File: src/rtl/mult_share_arbiter.sv
// mult_share_arbiter: round-robin sharing of one 8x8 multiplier, operands held MUL_CYCLES cycles.
// Define MULT_SHARE_ZERO_SKIP_EN to answer zero-operand requests directly without the BUSY phase.
module multiplier_8 (
    input  logic [7:0]  a,
    input  logic [7:0]  b,
    output logic [15:0] p
);
    logic [15:0] pp  [8];
    logic [15:0] acc [9];
    assign acc[0] = '0;
    for (genvar r = 0; r < 8; r++) begin : g_row
        assign pp[r]    = b[r] ? (16'(a) << r) : '0;
        assign acc[r+1] = acc[r] + pp[r];
    end
    assign p = acc[8];
endmodule

module mult_share_arbiter #(
    parameter int NUM_REQ    = 4,
    parameter int ID_W       = 2,
    parameter int MUL_CYCLES = 2
) (
    input  logic                 clk,
    input  logic                 rst,
    input  logic [NUM_REQ-1:0]   req_valid,
    output logic [NUM_REQ-1:0]   req_ready,
    input  logic [NUM_REQ*8-1:0] req_a,
    input  logic [NUM_REQ*8-1:0] req_b,
    output logic                 rsp_valid,
    input  logic                 rsp_ready,
    output logic [15:0]          rsp_product,
    output logic [ID_W-1:0]      rsp_id,
    output logic                 busy
);
    localparam int CNT_W = (MUL_CYCLES > 1) ? $clog2(MUL_CYCLES) : 1;

    typedef enum logic [1:0] {IDLE, BUSY, DONE} state_t;

    state_t          state, state_next;
    logic [ID_W-1:0] ptr, grant_id, id_q;
    logic [ID_W:0]   idx;
    logic [CNT_W-1:0] cnt;
    logic [7:0]      op_a, op_b, sel_a, sel_b;
    logic [15:0]     product;
    logic            any_req, accept, zero_skip, mul_done;

    multiplier_8 u_mul (.a(op_a), .b(op_b), .p(product));

    // Scan downward so the candidate closest to ptr is the last (winning) assignment.
    always_comb begin
        any_req  = 1'b0;
        grant_id = '0;
        idx      = '0;
        for (int off = NUM_REQ - 1; off >= 0; off--) begin
            idx = {1'b0, ptr} + (ID_W + 1)'(off);
            if (idx >= (ID_W + 1)'(NUM_REQ)) idx = idx - (ID_W + 1)'(NUM_REQ);
            if (req_valid[idx[ID_W-1:0]]) begin
                any_req  = 1'b1;
                grant_id = idx[ID_W-1:0];
            end
        end
    end

    assign sel_a     = req_a[{grant_id, 3'b000} +: 8];
    assign sel_b     = req_b[{grant_id, 3'b000} +: 8];
    assign accept    = (state == IDLE) && any_req;
    assign req_ready = (accept && !rst) ? (NUM_REQ'(1) << grant_id) : '0;
    assign busy      = (state != IDLE);
    assign mul_done  = (state == BUSY) && (cnt == '0);
`ifdef MULT_SHARE_ZERO_SKIP_EN
    assign zero_skip = (sel_a == 8'd0) || (sel_b == 8'd0);
`else
    assign zero_skip = 1'b0;
`endif

    always_comb begin
        state_next = state;
        unique case (state)
            IDLE:    if (any_req) state_next = zero_skip ? DONE : BUSY;
            BUSY:    if (cnt == '0) state_next = DONE;
            DONE:    if (rsp_valid && rsp_ready) state_next = IDLE;
            default: state_next = IDLE;
        endcase
    end

    always_ff @(posedge clk or posedge rst) begin
        if (rst) state <= IDLE;
        else     state <= state_next;
    end

    always_ff @(posedge clk or posedge rst) begin
        if (rst) begin
            ptr         <= '0;
            cnt         <= '0;
            op_a        <= '0;
            op_b        <= '0;
            id_q        <= '0;
            rsp_valid   <= 1'b0;
            rsp_product <= '0;
            rsp_id      <= '0;
        end else begin
            if (accept) begin
                ptr  <= (grant_id == ID_W'(NUM_REQ - 1)) ? '0 : grant_id + 1'b1;
                op_a <= sel_a;
                op_b <= sel_b;
                id_q <= grant_id;
                cnt  <= CNT_W'(MUL_CYCLES - 1);
            end else if (state == BUSY && cnt != '0) begin
                cnt <= cnt - 1'b1;
            end
            if (mul_done || (accept && zero_skip)) begin
                rsp_valid   <= 1'b1;
                rsp_product <= mul_done ? product : '0;
                rsp_id      <= mul_done ? id_q : grant_id;
            end else if (rsp_valid && rsp_ready) begin
                rsp_valid <= 1'b0;
            end
        end
    end
endmodule

File: config.mk
export PLATFORM = sky130hd
export DESIGN_NAME = mult_share_arbiter
export DESIGN_NICKNAME = d
export VERILOG_FILES = /design/src/rtl/mult_share_arbiter.sv
export SDC_FILE = /design/constraint.sdc
export NUM_CORES = 1
export LEC_CHECK = 0
export CAP_MARGIN = 20
export CORE_ASPECT_RATIO = 0.7
export CORE_UTILIZATION = 50
export DETAILED_ROUTE_END_ITERATION = 12
export PLACE_DENSITY = 0.85
export SETUP_SLACK_MARGIN = 0.4
export SKIP_CTS_REPAIR_TIMING = 1
export SYNTH_ARGS = -nofsm -noshare
export SYNTH_HDL_FRONTEND = slang
export SYNTH_SLANG_ARGS = --single-unit
File: constraint.sdc
create_clock -name clk -period 7.3 [get_ports clk]
set_clock_uncertainty 0.2 [all_clocks]
set_input_delay 2.19 -clock clk [delete_from_list [all_inputs] [get_ports clk]]
set_output_delay 2.19 -clock clk [all_outputs]
set_load 0.01 [all_outputs]
-- After elaboration in Yosys (flattened, before gate mapping)
Index checks and enable logic that the tools add are counted.
- flip-flop bits (word level): 42
- input port bits: 71
- output and inout port bits: 24
- logic and storage cells: 92
- add/subtract/negate cells: 16
- $lt $le $gt $ge: 8
- equal/unequal tests: 6
- shift operators: 3
- mux-type cells: 38
- bitwise operators: 1
- reductions and logical operators: 11
- operator list (cell ; number):
    $add A16 B16 Y16 ; 5
    $shiftx A32 B6 Y8 ; 2
    $mux W2 ; 12
    $add A16 B14 Y16 ; 1
    $add A16 B15 Y16 ; 1
    $mux W15 ; 1
    $mux W14 ; 1
    $mux W13 ; 1
    $lt A2 B3 Y1 const B ; 4
    $mux W1 ; 12
    $mux W12 ; 1
    $mux W11 ; 1
    $mux W10 ; 1
    $ge A3 B3 Y1 const B ; 3
    $mux W9 ; 1
    $bmux W1 S2 ; 4
    $mux W8 ; 1
    $sub A2 B1 Y2 const B ; 4
    $add A2 B2 Y3 const B ; 2
    $ne A2 B2 Y1 const B ; 3
    $pmux W2 S3 ; 1
    $reduce_bool A2 Y1 ; 3
    $logic_and A1 B1 Y1 ; 5
    $eq A2 B2 Y1 const B ; 2
    11 further kinds ; 11

-- Longest topological paths before layout
Gate-level depths: netlist of run 1.
- word-level depth: 12
- depth in mapped cells: 15
- mapped depth without buffers: 15

-- By module
From an unflattened synthesis of run 1, not the netlist that was laid out.
- cell total of the unflattened synthesis: 388
- area, all modules: 4131.5 sq um
- modules (own cells, without submodules) (module ; instances ; cells an instance ; area an instance (sq um) ; seq. area each (sq um)):
    mult_share_arbiter ; 1 ; 178 ; 2197.1 ; 1051.0
    multiplier_8 ; 1 ; 210 ; 1934.4 ; 0.0

-- Least setup slack after synthesis of run 1
Ideal clock, no wire load.
- path type: in2out
- start: input rst
- end: output req_ready[2]
- arrival: 3.455 ns
- required time: 4.910 ns
- setup slack: 1.455 ns
- stages on the path: 2
- buffers on the path: 0
- cell sequence: inv_1 -> and3_1
- longest elaborated chain between the ends: 3
- ends and longest elaborated chain (item ; RTL line ; source):
    start: declaration ; 24 ; input logic rst,
    $logic_not A1 Y1 (no line) ; n/a ;
    $logic_and A1 B1 Y1 ; 67 ; assign req_ready = (accept && !rst) ? (NUM_REQ'(1) << grant_id) : '0;
    $mux W4 ; 67 ;
    end: declaration ; 26 ; output logic [NUM_REQ-1:0] req_ready,
Every way passes these cells.

-- Worst setup path after layout of run 1
- start: input req_valid[0]
- end: output req_ready[3]
- RTL lines (item ; RTL line ; source):
    start: declaration ; 25 ; input logic [NUM_REQ-1:0] req_valid,
    $bmux W1 S2 ; 57 ; if (req_valid[idx[ID_W-1:0]]) begin
    $mux W1 (not written as such) ; 57 ;
    $mux W2 (3 in a row) ; 57 ;
    $mux W2 * ; 57 ;
    named net grant_id[0] ; 40 ; logic [ID_W-1:0] ptr, grant_id, id_q;
    $shl A1 B2 Y4 * ; 67 ;
    $mux W4 * ; 67 ;
Mark *: on every way through the listed nets, which the timed path passes. The rest lies on a longest branch. The select of a mux whose other input is x is not followed.

==> results of run 1 <==
## worst register-to-register path, cell delays in order, from the launching register on
cell,delay (ps)
dfrtp_1,520
and2_1,260
fa_1,510
inv_1,60
fa_1,520
inv_1,60
fa_1,540
inv_1,60
fa_1,530
inv_1,40
ha_1,350
a21o_1,220
a21oi_1,200
a31oi_1,140
or4_1,490
nand3_1,90
## area by class of cell
cell class / count / share of cell area
well taps: 101 / 0.0235
inverters: 37 / 0.0268
multi-input cells: 346 / 0.542
flip-flops and latches: 42 / 0.196
repair buffers: 100 / 0.184
clock inverters: 1 / 0.00163
clock buffers: 7 / 0.0265
## routing by layer
layer	track usage	up-vias	wire length (µm)	part of all wire
li1	-	1677	-	-
met1	0.301	1738	4380	0.44
met2	0.413	99	4880	0.49
met3	0.0618	8	650	0.065
met4	0.0446	0	60	0.0060
met5	0	-	0	0
## cells in the mapped netlist (2+ instances only)
master | count | share of area
a211oi_1 | 4 | 0.0072
a21o_1 | 6 | 0.011
a21oi_1 | 21 | 0.025
a221o_1 | 16 | 0.038
and2_1 | 51 | 0.076
and3_1 | 4 | 0.0060
buf_2 | 2 | 0.0024
clkbuf_1 | 11 | 0.0099
dfrtp_1 | 42 | 0.25
fa_1 | 38 | 0.18
ha_1 | 35 | 0.10
inv_1 | 36 | 0.032
mux2_2 | 7 | 0.019
mux2_4 | 9 | 0.032
nand2_1 | 59 | 0.053
nand2b_1 | 2 | 0.0030
nand3_1 | 18 | 0.022
nor2_1 | 9 | 0.0081
nor2b_1 | 4 | 0.0060
o211ai_1 | 2 | 0.0036
o21a_1 | 2 | 0.0036
o21ai_0 | 32 | 0.038
o21ba_2 | 2 | 0.0048
o31ai_1 | 2 | 0.0036
xnor2_1 | 4 | 0.0084
xor2_1 | 3 | 0.0063
## report_power, final
group / total (W) / switching (W) / internal [W]
Clock: 0.000235 / 0.0000969 / 0.000138
Combinational: 0.00201 / 0.00108 / 0.000934
Sequential: 0.000494 / 0.000152 / 0.000342
## flip-flops by register name, summed over array words and instances, names as in the netlist
register and cells:
rsp_product 16, op_a 8, op_b 8, id_q 2, ptr 2, rsp_id 2, state 2, cnt 1
rsp_valid 1
## path summary, 6_finish.rpt
| path | start | slack, ps | to |
|---|---|---|---|
| worst min-delay path | id_q[1] | 270 | rsp_id[1] |
| worst min register to register | id_q[1] | 270 | rsp_id[1] |
| max in group asynchronous | rst | 4300 | rsp_product[4] |
| worst max-delay path | req_valid[0] | 520 | req_ready[3] |
| min in group asynchronous | rst | 2230 | state[0] |
| worst max register to register | op_a[3] | 2470 | rsp_product[15] |
## stage by stage
stage	instance area [µm²]	hold slack, ps	setup slack, ps	power, W	utilization
floorplan	4180	239	1450	0.00200	-
global placement	5210	257	552	0.00244	0.653
detailed placement	5210	263	451	0.00253	0.653
CTS	5360	272	438	0.00277	0.672
global route	5370	300	447	0.00308	0.674
finish	5370	270	521	0.00274	0.674
## cells by family after synthesis
logic type / after synthesis / synth area share
compound gates: 94 / 0.150
xor+xnor: 7 / 0.0147
fa+ha+maj: 73 / 0.286
buf+inv: 52 / 0.0541
flops: 42 / 0.251
mux: 16 / 0.0511
simple gates: 156 / 0.192
==> results by group, run 1 <==
Routing
  – Vias per inst: 5.56
  – Wire per inst: 15.7 µm
  – DRT Wirelength: 9.97 mm
  – Vias: 3,522
  – Post-route antenna net violation count: 0
  – Drc violations: 4
  – First-pass iteration count of the detailed router: 8
  – DR iter-0 viols: 192

Critical path
  – Family with the most delay on the worst path: buffers and inverters
  – Critical Path AT: 4390 ps
  – CP most frequent cell: clkdlybuf4s50_1
  – Critical Path Start Type: input pin
  – Critical Path Sink Type: output port
  – Worst path depth: 8
  – Slowest CP cell: clkdlybuf4s50_1
  – Worst EP required: 4910 ps
  – Crit Path Category: in2out
  – Reg2reg path depth: 15
  – Crit Path Max Fanout: 4
  – Crit path buffers/inverters: 3
  – Critical path cell sequence: clkdlybuf4s50_1, nor2b_1, o21ba_2, or3_4, inv_2, ha_1, and3_1, clkdlybuf4s50_1
  – Slowest stage delay, CP: 530 ps

Cells and area
  – Nets@finish: 676
  – Register Area: 1050 µm²
  – Antenna diodes: 0
  – Filler Cell Count: 629
  – Most frequent cells in the layout: clkdlybuf4s50_1, nand2_1, and2_1
  – Area used by multi-input combinational logic: 2910 µm²
  – Syn-to-layout area delta: 28.4%
  – Most common cell after layout, fill and taps aside: clkdlybuf4s50_1
  – Final cell count without fillers: 634
  – Share of cells above drive strength 1: 0.0750

Clocking
  – Max clock buf depth: 2
  – TritonCTS Sinks: 42
  – Clk Latency, worst-skew pair: 280 ps
  – CTS HTree Levels: 2
  – CTS tree: built
  – CTS buffer count: 5
  – Clock transition at path regs: 70 ps
  – Root Buffer: clkbuf_16

Floorplanning
  – Row count: 27
  – Initial Util: 0.525
  – Die area: 8740 µm²
  – Boundary Pins: 95
  – Die Y: 78.5 µm
  – CORE AREA: 7970 µm²
  – Die X: 111 µm

Logic synthesis
  – Post-Syn Area: 4180 µm²
  – Yosys cell types: 45
  – Ys Warns: 0
  – Syn_area_per_cell: 9.51 µm²
  – Mapped Cells: 440
  – Ys flop type: dfrtp_1
  – Yosys reg bits: 42
  – Post-synth EDFFs: 0
  – Synth async-reset ratio: 1.00
  – Net Count, Synth: 584
  – Seq/Total Area, Yosys: 0.251

Outcome
  – Outcome: finished, violations left
  – Violated checks: DRC

STA
  – TNS Setup: 0 ps
  – Worst slew pin tran: 827 ps
  – Final max-slew violation count: 0
  – Fin. Hold Viols: 0
  – Fin crit share: 0.929
  – Max Freq: 148 MHz
  – Normalized max-slew margin: 0.449
  – Final setup fails: 0
  – RSZ-0062 raised after global routing: false
  – Fin crit period: 6780 ps

Power and ir drop
  – Static Leak: 2.55 nW
  – PwrDens: 510 nW/µm²
  – Max rail drop VDD: 0.304 mV

Worst hold path
  – Hold Crit Depth: 2
  – Worst Hold Class: reg2reg

Global routing
  – Aggregate global-route resource usage: 0.237
  – Initial antenna violation count: 0
  – Vias in the first global route: 3,576
  – Largest net degree at the start of global routing: 43
  – First-pass GRT wire length: 16.6 mm
  – Total congestion overflow: 0

Placed design
  – DP Cell Count: 625
  – HPWL Detailed: 7.82 mm
  – I/O Buffers: 94
  – Placer Congestion: 0.851

Job
  – Maxcap violations: 0
Power figures use the tool's default switching activity.
==> run 2, diff against run 1 <==
--- a/config.mk
+++ b/config.mk
@@ -9,6 +9,7 @@
 export CORE_ASPECT_RATIO = 0.7
 export CORE_UTILIZATION = 50
 export DETAILED_ROUTE_END_ITERATION = 12
+export MAX_ROUTING_LAYER = met4
 export PLACE_DENSITY = 0.85
 export SETUP_SLACK_MARGIN = 0.4
 export SKIP_CTS_REPAIR_TIMING = 1
==> constraint.sdc (replaced) <==
create_clock -name clk -period 6.96 [get_ports clk]
set_clock_uncertainty 0.2 [all_clocks]
set_input_delay 2.088 -clock clk [delete_from_list [all_inputs] [get_ports clk]]
set_output_delay 2.088 -clock clk [all_outputs]
set_load 0.01 [all_outputs]
==> results by group, run 2 (same netlist as run 1, synthesis figures left out) <==
Outcome
  – Outcome: finished, violations left
  – Violated checks: DRC

Global routing
  – Largest net degree at the start of global routing: 43 (unchanged)
  – Vias in the first global route: 3,623 (+1.3%)
  – Initial antenna violation count: 0 (unchanged)
  – Met1 track demand over resource: 0.318 (+0.0175)
  – First-pass GRT wire length: 17.0 mm (+2.4%)
  – GRT Max-Usage Layer: met2
  – GR Util met2: 0.426 (+0.0131)
  – Aggregate global-route resource usage: 0.252 (+0.0147)
  – Total congestion overflow: 0 (unchanged)
  – GRT met3 Usage: 0.0471 (-0.0147)

Clocking
  – TritonCTS Sinks: 42 (unchanged)
  – Clk Latency, worst-skew pair: 290 ps (about the same)
  – CTS HTree Levels: 2 (unchanged)
  – Max clock buf depth: 2 (unchanged)
  – Clock transition at path regs: 60 ps (about the same)
  – CTS tree: built
  – CTS buffer count: 5 (unchanged)
  – Root Buffer: clkbuf_16

Floorplanning
  – Row count: 27 (unchanged)
  – Die area: 8740 µm² (unchanged)
  – Die X: 111 µm (unchanged)
  – Initial Util: 0.525 (unchanged)
  – CORE AREA: 7970 µm² (unchanged)
  – Boundary Pins: 95 (unchanged)
  – Die Y: 78.5 µm (unchanged)

Placed design
  – I/O Buffers: 94 (unchanged)
  – Placer Congestion: 0.858 (+0.85%)
  – HPWL Detailed: 8.00 mm (+2.3%)
  – Place WS: 353 ps (-97.4 ps)

Critical path
  – Critical Path AT: 4220 ps (-170 ps)
  – Crit Path Category: in2out
  – Slowest CP cell: clkdlybuf4s50_1
  – Slowest stage delay, CP: 480 ps (-50 ps)
  – Critical Path Sink Type: output port
  – Family with the most delay on the worst path: buffers and inverters
  – Critical Path Start Type: input pin
  – Crit Path Max Fanout: 12 (+8)
  – Worst EP required: 4670 ps (-240 ps)
  – CP most frequent cell: clkdlybuf4s50_1
  – Crit path buffers/inverters: 3 (unchanged)
  – Critical path cell sequence: clkdlybuf4s50_1, nor2b_2, a211o_1, nand2_8, clkinv_8, ha_1, and3_1, clkdlybuf4s50_1

STA
  – WHS: 273 ps (+3.30 ps)
  – Worst slew pin tran: 845 ps (+18.1 ps)
  – Max Freq: 154 MHz
  – Normalized max-slew margin: 0.437 (-0.0120)
  – TNS Setup: 0 ps (unchanged)
  – RSZ-0062 raised after global routing: false
  – Final max-slew violation count: 0 (unchanged)
  – Final setup fails: 0 (unchanged)
  – Fin crit share: 0.935
  – Fin crit period: 6510 ps
  – PnR worst setup slack: 449 ps (-71.2 ps)
  – Fin. Hold Viols: 0 (unchanged)

Cells and area
  – Max reg flops: 16 (unchanged)
  – Syn-to-layout area delta: 29.7%
  – Top Registers: rsp_product x16, op_a x8, op_b x8
  – Final core utilization: 0.680 (+0.00659)
  – Share of cells above drive strength 1: 0.0855 (+0.0105)
  – Nets@finish: 681 (+0.74%)
  – Filler Cell Count: 615 (-2.2%)
  – Biggest register: rsp_product
  – Most frequent cells in the layout: clkdlybuf4s50_1, nand2_1, and2_1
  – Most common cell after layout, fill and taps aside: clkdlybuf4s50_1
  – Antenna diodes: 0 (unchanged)

Routing
  – First-pass iteration count of the detailed router: 9 (+1)
  – Drc violations: 4 (unchanged)
  – DRT Wirelength: 10.4 mm (+3.8%)
  – DR iter-0 viols: 215 (+12%)
  – Vias: 3,618 (+2.7%)
  – Vias per inst: 5.66 (+1.9%)
  – Wire per inst: 16.2 µm (+3.0%)
  – Post-route antenna net violation count: 0 (unchanged)

Power and ir drop
  – Max rail drop VDD: 0.321 mV (+5.7%)
  – PwrDens: 539 nW/µm² (+5.7%)
  – Static Leak: 2.61 nW (+2.5%)

Worst hold path
  – Worst Hold Class: reg2reg

Job
  – Maxcap violations: 0 (unchanged)
## run 2: cell count changes in the layout (fill, tap and decap cells not counted), sizes merged
cell,change
buf,+5
clkdlybuf4s50,-2
dlymetal6s2s,+2
clkinv,+1
inv,-1
## run 2: worst reg2reg max path, cell delays in order (launching register included)
cell and delay (ps):
dfrtp_1 510, and2_1 250, fa_1 510, inv_1 60, fa_1 520, inv_1 50
fa_1 550, inv_1 60, fa_1 530, inv_1 50, ha_1 360, a21o_1 220
a21oi_1 190, a31oi_1 140, or4_1 480, nand3_1 90
## run 2: area by class of cell
cell class	instances	area (µm²)	area share
clock buffers	7	143	0.0263
clock inverters	1	8.76	0.00161
inverters	37	151	0.0279
multi-input cells	346	2910	0.537
flip-flops and latches	42	1050	0.194
well taps	101	126	0.0233
repair buffers	105	1030	0.190
## run 2: final timing paths
kind | slack, ps | cells after the start | end | startpoint
min in group asynchronous | 2130 | 3 | state[0] | rst
setup / recovery | 450 | 8 | req_ready[2] | req_valid[2]
max in group asynchronous | 4060 | 3 | op_b[4] | rst
hold reg to reg | 270 | 2 | rsp_product[4] | rsp_product[4]
hold / removal | 270 | 2 | rsp_product[4] | rsp_product[4]
setup reg to reg | 2140 | 15 | rsp_product[15] | op_a[3]
## run 2: stage by stage
| stage | cell area [µm²] | cells | total power (W) |
|---|---|---|---|
| after floorplan | 4180 | 440 | 0.00209 |
| after global placement | 5210 | 625 | 0.00256 |
| after detailed placement | 5210 | 625 | 0.00266 |
| after CTS | 5360 | 633 | 0.00293 |
| after global routing | 5430 | 639 | 0.00325 |
| final | 5430 | 639 | 0.00293 |
## run 2: report_power, final
group | switching (W) | internal (W)
combinational | 0.00117 | 0.000999
sequential | 0.000158 | 0.000359
clock | 0.0000949 | 0.000144
## run 2: routing by layer
layer	wire, µm	share of wire
met1	4530	0.44
met2	5160	0.50
met3	577	0.056
met4	85	0.0082
met5	0	0
